**src/rtl/csr_file_pkg.sv**
```systemverilog
// Shared CSR encodings for the writeback-stage CSR file: write-select
// codes and the addresses of the CSRs this core implements.
package csr_file_pkg;

  typedef enum logic [1:0] {
    CSR_ZERO = 2'd0,
    CSR_REG  = 2'd1,
    CSR_IMM  = 2'd2
  } csr_sel_e;

  localparam logic [11:0] CSR_TOHOST   = 12'h51E;
  localparam logic [11:0] CSR_CYCLE    = 12'hC00;
  localparam logic [11:0] CSR_TIME     = 12'hC01;
  localparam logic [11:0] CSR_INSTRET  = 12'hC02;
  localparam logic [11:0] CSR_CYCLEH   = 12'hC80;
  localparam logic [11:0] CSR_TIMEH    = 12'hC81;
  localparam logic [11:0] CSR_INSTRETH = 12'hC82;

  // Encoding 3 is reserved and behaves like CSR_ZERO.
  function automatic logic is_write_sel(input logic [1:0] sel);
    return (sel == CSR_REG) || (sel == CSR_IMM);
  endfunction

endpackage

```
**src/rtl/csr_file_counter64.sv**
```systemverilog
// 64-bit free-running counter with an increment enable; the full-width add
// keeps the low-to-high carry inside a single edge.
module counter64 (
  input  logic        clk,
  input  logic        rst_n,
  input  logic        inc,
  output logic [63:0] count
);

  // NOTE: sequential state uses non-blocking assignments so every flop
  // samples pre-edge values regardless of block evaluation order.
  always_ff @(posedge clk or negedge rst_n) begin
    if (!rst_n) begin
      count <= '0;
    end else if (inc) begin
      count <= count + 64'd1;
    end
  end

endmodule

```
**src/rtl/csr_file.sv**
```systemverilog
// Writeback-stage CSR file: tohost register with host strobe, cycle/time
// and instret counters, combinational read-before-write port.
module csr_file
  import csr_file_pkg::*;
#(
  parameter logic [11:0] TOHOST_ADDR  = CSR_TOHOST,
  parameter logic [31:0] TOHOST_RESET = 32'h0
) (
  input  logic        clk,
  input  logic        rst_n,
  input  logic [1:0]  csr_sel,
  input  logic [31:0] inst_W,
  input  logic [31:0] rs1_data_W,
  input  logic        retire_W,
  input  logic        stall_W,
  output logic [31:0] csr_rdata,
  output logic [31:0] tohost,
  output logic        tohost_wr,
  output logic        csr_illegal
);

  logic [11:0] csr_addr;
  logic [4:0]  zimm;
  logic        wr_sel;
  logic        wr_en;
  logic        tohost_we;
  logic [31:0] wr_data;
  logic [63:0] cycle_cnt;
  logic [63:0] instret_cnt;
  logic        unused_inst;

  assign csr_addr    = inst_W[31:20];
  assign zimm        = inst_W[19:15];
  assign unused_inst = ^inst_W[14:0];

  assign wr_sel    = is_write_sel(csr_sel);
  assign wr_en     = wr_sel && !stall_W;
  assign tohost_we = wr_en && (csr_addr == TOHOST_ADDR);
  assign wr_data   = (csr_sel == CSR_IMM) ? {27'b0, zimm} : rs1_data_W;

  // Only tohost is writable, so any other address under a write select is
  // illegal whether it is unknown or read-only; stall does not mask it.
  assign csr_illegal = wr_sel && (csr_addr != TOHOST_ADDR);

  counter64 u_cycle (
    .clk   (clk),
    .rst_n (rst_n),
    .inc   (1'b1),
    .count (cycle_cnt)
  );

  counter64 u_instret (
    .clk   (clk),
    .rst_n (rst_n),
    .inc   (retire_W && !stall_W),
    .count (instret_cnt)
  );

  always_ff @(posedge clk or negedge rst_n) begin
    if (!rst_n) begin
      tohost    <= TOHOST_RESET;
      tohost_wr <= 1'b0;
    end else begin
      tohost_wr <= tohost_we;
      if (tohost_we) begin
        tohost <= wr_data;
      end
    end
  end

  // Reads see register contents before this cycle's write takes effect.
  always_comb begin
    // NOTE: default assignment first so no path leaves csr_rdata unassigned,
    // which would otherwise infer a latch.
    csr_rdata = '0;
    if (csr_addr == TOHOST_ADDR) begin
      csr_rdata = tohost;
    end else begin
      case (csr_addr)
        CSR_CYCLE,  CSR_TIME:  csr_rdata = cycle_cnt[31:0];
        CSR_CYCLEH, CSR_TIMEH: csr_rdata = cycle_cnt[63:32];
        CSR_INSTRET:           csr_rdata = instret_cnt[31:0];
        CSR_INSTRETH:          csr_rdata = instret_cnt[63:32];
        default:               csr_rdata = '0;
      endcase
    end
  end

endmodule
```
**config.mk**
```make
export PLATFORM = sky130hd
export DESIGN_NAME = csr_file
export DESIGN_NICKNAME = d
export VERILOG_FILES = /design/src/rtl/csr_file_pkg.sv /design/src/rtl/csr_file_counter64.sv /design/src/rtl/csr_file.sv
export SDC_FILE = /design/constraint.sdc
export NUM_CORES = 1
export LEC_CHECK = 0
export ABC_AREA = 1
export CORE_UTILIZATION = 45
export DETAILED_ROUTE_END_ITERATION = 10
export PLACE_DENSITY = 0.79
export RECOVER_POWER = 50
export SYNTH_ARGS = -nofsm -noshare
export SYNTH_HDL_FRONTEND = slang
export SYNTH_HIERARCHICAL = 1
export SYNTH_SLANG_ARGS = --single-unit
```
**constraint.sdc**
```tcl
create_clock -name clk -period 4.5 [get_ports clk]
set_clock_uncertainty 0.1 [all_clocks]
set_input_delay 0.45 -clock clk [delete_from_list [all_inputs] [get_ports clk]]
set_output_delay 0.45 -clock clk [all_outputs]
set_load 0.01 [all_outputs]
```
-- Word level (Yosys, flattened, before mapping)
Index checks and enable logic that the tools add are counted.
- logic and storage cells: 27
- bits in registers: 161
- output and inout port bits: 66
- input bits: 70
- reductions and logical operators: 8
- multiplexer cells: 3
- eq/ne operators: 10
- $add $sub $neg: 2
- operators with widths (operator ; number):
    adder 64 x 1 -> 64 bit (second input constant) ; 2
    one-hot mux 32 bit (4 select lines) ; 1
    == test 12 bit (second input constant) ; 6
    2-to-1 mux 32 bit ; 2
    == test 12 x 11 -> 1 bit (second input constant) ; 1
    inequality test 12 x 11 -> 1 bit (second input constant) ; 1
    logical AND 1 bit ; 4
    OR reduction 2 bit ; 2
    == test 2 x 1 -> 1 bit (second input constant) ; 1
    == test 2 bit (second input constant) ; 1
    logical NOT 1 bit ; 1
    logical OR 1 bit ; 1

-- Depth between registers and ports, before layout
Gate-level depths: netlist (run 1).
- depth after elaboration: 4
- mapped depth: 12
- depth with buffers taken out: 12

-- Cells and area by module
Netlist (run 1), hierarchy kept.
- by module, submodules not included (module ; seq. area each (sq um) ; instances ; cells an instance ; area an instance (sq um)):
    counter64 ; 1601.5 ; 2 ; 500 ; 3769.9
    csr_file ; 825.8 ; 1 ; 570 ; 3216.8

-- Worst setup path before layout (run 1)
Ideal clock, no wire load.
- kind: in2out
- start point: input inst_W[23]
- end point: output csr_rdata[7]
- setup slack: 2.579 ns
- arrival: 1.371 ns
- required time: 3.950 ns
- cell stages on the path: 7
- path buffers: 1
- cells stage by stage: or2_1 > nor2_4 > buf_2 > nand3_1 > nand2_1 > nor2_1 > nand2_1
- word-level cells in the longest chain between the ends: 4
- elaborated cells between the ends (all ways): 11
- classes of those cells: 7 x eq/ne; 2 x mux; 2 x reduce/logical
- RTL lines (element ; line ; source):
    start: declaration ; csr_file.sv:12 ; input logic [31:0] inst_W,
    == test 12 bit ; csr_file.sv:79 ; case (csr_addr)
    OR reduction 2 bit ; csr_file.sv:79 ;
    one-hot mux 32 bit (4 select lines) ; csr_file.sv:79 ;
    2-to-1 mux 32 bit (*) ; csr_file.sv:76 ; if (csr_addr == TOHOST_ADDR) begin
    end: declaration ; csr_file.sv:16 ; output logic [31:0] csr_rdata,
Mark *: on every way between the ends. The rest lies on a longest branch, timed or not.

-- Worst setup path in the final report (run 1)
- start point: input inst_W[21]
- end point: output csr_rdata[16]
The elaborated chain is that of the path after synthesis.

==> key figures, run 1 <==
Timing
  • Setup TNS: 0 ns
  • RSZ-0062 raised after global routing: false
  • Final critical-path share of the clock period: about four fifths
  • Final hold violation count: 0
  • Tmin final: 3.69 ns
  • Setup violations, final: 0
  • Hold Slack: 0.401 ns
  • Pins Over Slew Limit: 96
  • Setup ws final: between 0.8 and 0.9 ns
  • Actual slew at the worst max-slew pin: approximately 2.6 ns
  • Slew HR: -72.1%
  • FMAX: roughly 270 MHz

Hold path
  • HP Start: tohost[30]
  • Hold path depth: 2
  • Hold Crit Class: flop to flop
  • Hold endpoint: tohost[30]

Worst setup path
  • Worst-path cell chain: clkdlybuf4s50_1 -> nand2_1 -> nor2b_1 -> and2_1 -> nand2_2 -> inv_2 -> nand2_1 -> nand2_1 -> clkdlybuf4s50_1
  • R2R cell count: 7
  • CP Launch Type: primary input
  • Worst setup EP type: output port
  • Reg2reg start: u_cycle/count[2]
  • Top delay family on crit path: buffers and inverters
  • Worst path bufs/invs: 3
  • Worst reg-to-reg setup slack: between 2 and 2.5 ns
  • Crit path largest cell delay: between 0.5 and 0.6 ns
  • Slowest-stage cell, CP: clkdlybuf4s50_1
  • Critical path peak fanout: 32
  • Worst setup path class: primary input to output port
  • Most frequent CP cell: nand2_1
  • Critical Path AT: roughly 3.1 ns
  • Worst EP required: slightly below 4 ns
  • R2R Path End: u_cycle/count[43]

Yosys
  • Most frequent cells after synthesis: nand2_1 (474), nor2_1 (200), nand3_1 (194)
  • Compound-gate portion of the synthesized area: less than 1%
  • Number of synthesized flops with an enable pin: 0
  • Top cell type by total area after synthesis: dfrtp_1
  • Post-Syn Area: 10800 um2
  • Largest family of logic cells by synthesized area: simple AND/OR/NAND/NOR gates
  • Most frequent cell after synthesis: nand2_1
  • Post-synthesis cell count: around 1.6k
  • Asr flop ratio synth: 100%
  • Multiplexer share of the synthesized area: 0%
  • Yosys top cell area share: 37.5%
  • Number of library cell types mapped by synthesis: 33
  • Avg Inst Size Synth: ~7 um2
  • #FFs+latches synth: 161
  • Post-synthesis sequential area ratio: 37.5%
  • Synth Area in XOR/XNOR: between 7 and 8%
  • Yosys warns: 6
  • Post-Synth Simple-Gate Area: 45.5%
  • Prevailing post-synth register cell: dfrtp_1
  • Main area contributors after synthesis: dfrtp_1 (37%), nand2_1 (17%), nand3_1 (9.0%)
  • Fraction of the mapped netlist area in adder cells: less than 1%

CTS
  • CTS tree: yes
  • Post-CTS sizing: 0
  • Maximum clock insertion buffer count: 2
  • Clk slew on worst S/H paths: about 0.080 ns
  • Number of buffers created by CTS: 17
  • Post-CTS Setup Bufs: 0
  • # clock sinks: 161
  • CTS H-Tree Depth: 4
  • Root Buffer: clkbuf_16
  • Clock Latency Late Sink: ~0.45 ns
  • CTS Hold Bufs: 0

Final layout
  • Ant. Diodes: 0
  • FILL cells: about 2.3k
  • Final Non-Filler Cells: 2006
  • Finished Core Util: between 50 and 60%
  • Synthesis-to-finish area growth: 18.7%
  • Fraction of layout cells with a size suffix above 1: under 10%
  • Final #Nets: 1747

Floorplan
  • FP Rows: 56
  • Die Y: around 160 um
  • Die ar.: around 25000 um2
  • I/O pin count: about 140
  • Initial core utilization: a little under half
  • Die Width: approximately 160 um
  • Core area: approximately 23000 um2

Placed design
  • PortBufs: 120
  • Placed insts: 1974
  • Placer Congestion: 0.976
  • DP HPWL: 28700 um
  • Place WS: slightly below 0.9 ns

Drt
  • Initial DRT Pass Iterations: 6
  • DRC errors left: 0
  • Initial drt markers: about 1.2k
  • Via count: ~11k
  • Vias/cell: between 5 and 6
  • DRT antenna net count: 0
  • DRT Wirelength: 36900 um
  • Avg WL per Cell: ~18 um

Power
  • P per Cell Area: roughly 260 nW/um2
  • P_leak: about 6.3 nW
  • Peak supply drop: 0.200 mV

GRT
  • Largest net degree at the start of global routing: 97
  • Vias in the first global route: 10.2k
  • Gr ovfl total: 0
  • Gr usage total: between 30% and 40%
  • First-pass GRT wire length: 57200 um
  • Initial antenna violation count: 0

Outcome
  • Failing checks: capacitance limit, slew limit
  • Status: finished with violations

Run
  • Max-cap violations: 1
-- registers in the layout, summed over array words and instances, names as in the netlist --
signal and count:
u_cycle/count 64, u_instret/count 64, tohost_wr 1, tohost 32
-- power by group --
part / leakage (nW) / switching [mW] / internal (mW)
logic: 3.86 / 0.161 / 0.116
clock network: 0.283 / 0.736 / 0.747
registers: 2.20 / 0.0928 / 1.50
-- final cells by class --
type	instances	area, um2	area share, %
multi-input combinational	1180	5740	45.0
sequential	161	4030	31.6
timing repair buffer	130	1320	10.3
inverter	184	691	5.41
clock buffer	17	425	3.33
tap	319	399	3.13
clock inverter	15	161	1.26
-- placed cells by master (no fill, tap or decap), types with 23 or more instances in the layout --
| cell | n |
|---|---|
| clkdlybuf4s50_1 | 118 |
| dfrtp_1 | 161 |
| inv_1 | 183 |
| nand2_1 | 480 |
| nand3_1 | 195 |
| nand4_1 | 80 |
| nor2_1 | 207 |
| nor2_2 | 23 |
| xnor2_1 | 40 |
| xor2_1 | 50 |
-- through the flow --
step                power (mW)  cell area (um2)
finish                    3.36            12800
detailed placement        1.91            12300
global route              3.49            12800
CTS                       3.38            12800
floorplan                 1.76            10800
global placement          1.89            12300
-- worst register-to-register path, stage by stage, from the launching register on --
cell     delay (ns)
dfrtp_1        0.45
nand3_1        0.21
nor2_1         0.36
nand2_1        0.28
nor2_1         0.45
nand2_1        0.21
o21ai_1        0.18
nand2_1        0.06
-- per-layer routing --
metal / part of all wire [%] / GRT usage [%] / vias to the layer above
met5: 0 / 0 / -
met4: 4.8 / 15.2 / 0
met3: 7.7 / 5.10 / 96
met2: 45 / 49.3 / 453
met1: 42 / 42.1 / 5063
li1: - / - / 5172
-- logic make-up (layout without fill, tap and decap cells) --
group           count (synthesis)  in the layout
fa+ha+maj                       3              3
flops                         161            161
xor+xnor                       90             90
other cells                     1              2
buf+inv                       230            346
compound gates                 15             15
simple gates                 1070           1070
-- worst max-delay path by stage --
stage | from | endpoint | depth (start not counted)
2_1_floorplan | inst_W[23] | csr_rdata[7] | 7
3_3_place_gp | inst_W[21] | csr_rdata[16] | 9
3_5_place_dp | inst_W[21] | csr_rdata[16] | 9
4_1_cts | inst_W[21] | csr_rdata[16] | 9
5_1_grt | inst_W[25] | csr_rdata[7] | 10
6_report | inst_W[21] | csr_rdata[16] | 9
Power figures use the tool's default switching activity.
==> inputs of run 2 (changes only) <==
clock period = 3.6 ns   (was 4.5 ns; I/O delays follow)
==> run 2 against run 1 <==
Worst setup slack lost 0.55 ns. Design area is essentially flat. Worst hold slack gained 0.0037 ns. Count of clock-buffer cells in the layout grew 1. Largest power group unchanged. The run still ends with capacitance limit, slew limit left. Largest cell class unchanged. Clock power grew 25%.
==> key figures, run 2 (same netlist as run 1, synthesis figures left out) <==
Worst setup path
  • Worst setup path class: primary input to output port (unchanged)
  • CP Launch Type: primary input (unchanged)
  • Worst setup EP type: output port (unchanged)
  • R2R Path End: u_cycle/count[51] (was u_cycle/count[43])
  • Critical Path AT: 2.88 ns (was 3.14 ns)
  • Worst reg-to-reg setup slack: 1.29 ns (was 2.10 ns)
  • Crit path largest cell delay: 0.54 ns (was 0.55 ns)
  • Worst-path cell chain: clkdlybuf4s50_1 -> nand2_1 -> nor2b_1 -> and2_1 -> nand2_2 -> inv_2 -> buf_4 -> nand2_1 -> nand2_1 -> clkdlybuf4s50_1 (was clkdlybuf4s50_1 -> nand2_1 -> nor2b_1 -> and2_1 -> nand2_2 -> inv_2 -> nand2_1 -> nand2_1 -> clkdlybuf4s50_1)
  • Worst EP required: 3.14 ns (was 3.95 ns)
  • Most frequent CP cell: nand2_1 (unchanged)
  • Slowest-stage cell, CP: clkdlybuf4s50_1 (unchanged)
  • R2R cell count: 9 (was 7)
  • Critical path peak fanout: 18 (was 32)
  • Reg2reg start: u_cycle/count[2] (unchanged)

Timing
  • FMAX: 300 MHz
  • Final critical-path share of the clock period: 92.6%
  • Actual slew at the worst max-slew pin: 2.00 ns (was 2.58 ns)
  • Tmin final: roughly 3.3 ns
  • Slew HR: -33.6% (was -72.1%)
  • RSZ-0062 raised after global routing: false (unchanged)
  • Setup TNS: 0 ns (unchanged)
  • Setup violations, final: 0 (unchanged)
  • Pins Over Slew Limit: 34 (was 96)
  • Final hold violation count: 0 (unchanged)
  • Hold Slack: 0.404 ns (was 0.401 ns)

Floorplan
  • Core area: 23500 um2 (unchanged)
  • I/O pin count: 136 (unchanged)
  • Die Y: 157 um (unchanged)
  • Die Width: 157 um (unchanged)
  • Initial core utilization: 45.8% (unchanged)
  • Die ar.: 24500 um2 (unchanged)
  • FP Rows: 56 (unchanged)

Hold path
  • Hold Crit Class: flop to flop (unchanged)
  • Hold path depth: 2 (unchanged)
  • HP Start: tohost[27] (was tohost[30])
  • Hold endpoint: tohost[27] (was tohost[30])

Power
  • Int Pwr: 3.02 mW (was 2.37 mW)
  • Sw frac: 27.7% (was 29.5%)
  • P per Cell Area: 327 nW/um2 (was 263 nW/um2)
  • P_leak: 6.35 nW (was 6.34 nW)
  • Peak supply drop: 0.303 mV (was 0.200 mV)
  • Gate power share: 8.2% (was 8.3%)
  • Sequential power share: 47.6% (about the same)
  • Power share of the clock group: 44.2% (about the same)
  • Psw: 1.16 mW (was 0.989 mW)

Final layout
  • Fraction of layout cells with a size suffix above 1: 6.04% (was 6.16%)
  • Top flop regs: u_cycle/count (64), u_instret/count (64), tohost (32) (unchanged)
  • Finished Core Util: 54.4% (about the same)
  • FILL cells: 2276 (was 2303)
  • Finished Cell Area: 12800 um2 (about the same)
  • Ant. Diodes: 0 (unchanged)
  • Final #Nets: 1750 (was 1747)
  • Synthesis-to-finish area growth: 18.7% (about the same)
  • Most common library cell in the layout ignoring fill and taps: nand2_1 (unchanged)
  • Commonest cells after routing, fill and taps aside: nand2_1 (480), nor2_1 (209), nand3_1 (196), inv_1 (183), dfrtp_1 (161) (was nand2_1 (480), nor2_1 (207), nand3_1 (195), inv_1 (183), dfrtp_1 (161))

CTS
  • Root Buffer: clkbuf_16 (unchanged)
  • Maximum clock insertion buffer count: 2 (unchanged)
  • Clock Latency Late Sink: 0.44 ns (was 0.45 ns)
  • Clk slew on worst S/H paths: 0.07 ns (was 0.08 ns)
  • CTS H-Tree Depth: 4 (unchanged)
  • Number of buffers created by CTS: 17 (unchanged)
  • Post-CTS sizing: 0 (unchanged)
  • CTS tree: yes (unchanged)
  • Post-CTS Setup Bufs: 0 (unchanged)
  • # clock sinks: 161 (unchanged)

Drt
  • Avg WL per Cell: 18.2 um (was 18.4 um)
  • Initial drt markers: 1096 (was 1246)
  • Via count: 11.0k (was 10.8k)
  • DRT Wirelength: 36600 um (was 36900 um)
  • Initial DRT Pass Iterations: 6 (unchanged)
  • Vias/cell: 5.46 (was 5.38)
  • DRC errors left: 0 (unchanged)
  • DRT antenna net count: 0 (unchanged)

GRT
  • First-pass GRT wire length: 56500 um (was 57200 um)
  • Grt met3 use: 5.84% (was 5.10%)
  • Initial antenna violation count: 0 (unchanged)
  • Vias in the first global route: 10.3k (was 10.2k)
  • Met1 usage: 40.6% (was 42.1%)
  • Largest net degree at the start of global routing: 85 (was 97)
  • Met2 usage: 48.3% (was 49.3%)
  • Gr usage total: 30.9% (was 31.4%)
  • Gr ovfl total: 0 (unchanged)
  • Top Usage Layer GRT: met2 (unchanged)

Placed design
  • Placed cell area: 12300 um2 (about the same)
  • DP HPWL: 28300 um (was 28700 um)
  • Placer Congestion: 0.973 (was 0.976)
  • PortBufs: 120 (unchanged)

Outcome
  • Status: finished with violations (unchanged)
  • Failing checks: capacitance limit, slew limit (unchanged)

Run
  • Max-cap violations: 1 (unchanged)
[run 2: changes by cell type in the layout (fill, tap and decap cells not counted), moves of 2 or more]
cell	delta
clkinvlp_4	-2
nor2_4	-2
clkinv_8	-2
inv_8	-4
inv_6	+3
nor2_1	+2
clkinv_2	+2
[run 2: per-stage QoR]
stage	power (mW)	instances	setup WS (ns)
4_1_cts	4.22	2009	0.250
3_3_place_gp	2.36	1976	0.273
6_report	4.18	2009	0.265
2_1_floorplan	2.20	1571	1.86
5_1_grt	4.34	2009	0.0809
3_5_place_dp	2.38	1976	0.261
[run 2: timing repair]
item / CTS / global route
hold buffers: 1 / 0
setup endpoints to repair: 0 / 0
endpoints found under the hold margin: 32 / 0
[run 2: layer usage]
layer / routed length, um / vias to the layer above
met5: 0 / -
met2: 16600 / 574
li1: - / 5169
met3: 3120 / 109
met4: 1840 / 0
met1: 15000 / 5118
[run 2: worst max-delay path by stage]
stage               startpoint  slack (ns)                  end
finish              inst_W[21]        0.26        csr_rdata[23]
global placement    inst_W[21]        0.27        csr_rdata[22]
global route             rst_n        0.08  u_instret/count[47]
detailed placement  inst_W[21]        0.26        csr_rdata[18]
floorplan           inst_W[23]        1.86         csr_rdata[7]
CTS                 inst_W[21]        0.25        csr_rdata[18]
[run 2: area by class of cell]
| class | instances | area [um2] | area share (%) |
|---|---|---|---|
| repair buffers | 133 | 1350 | 10.6 |
| clock inverters | 14 | 144 | 1.13 |
| well taps | 319 | 399 | 3.13 |
| clock buffers | 18 | 439 | 3.44 |
| inverters | 184 | 691 | 5.41 |
| multi-input cells | 1180 | 5720 | 44.8 |
| flip-flops and latches | 161 | 4030 | 31.6 |
[run 2: worst max-delay path: cells and delay by family]
| family | cells | cell delay (ns) |
|---|---|---|
| buffers and inverters | 4 | 1.65 |
| and+or+nand+nor | 6 | 0.86 |
[run 2: power by group through the flow]
stage | combinational [mW] | sequential, mW | clock, mW
after global routing | 0.394 | 2.00 | 1.94
final | 0.345 | 1.99 | 1.85
after CTS | 0.357 | 1.99 | 1.87
after floorplan | 0.202 | 2.00 | 0
after global placement | 0.340 | 2.02 | 0
after detailed placement | 0.356 | 2.03 | 0
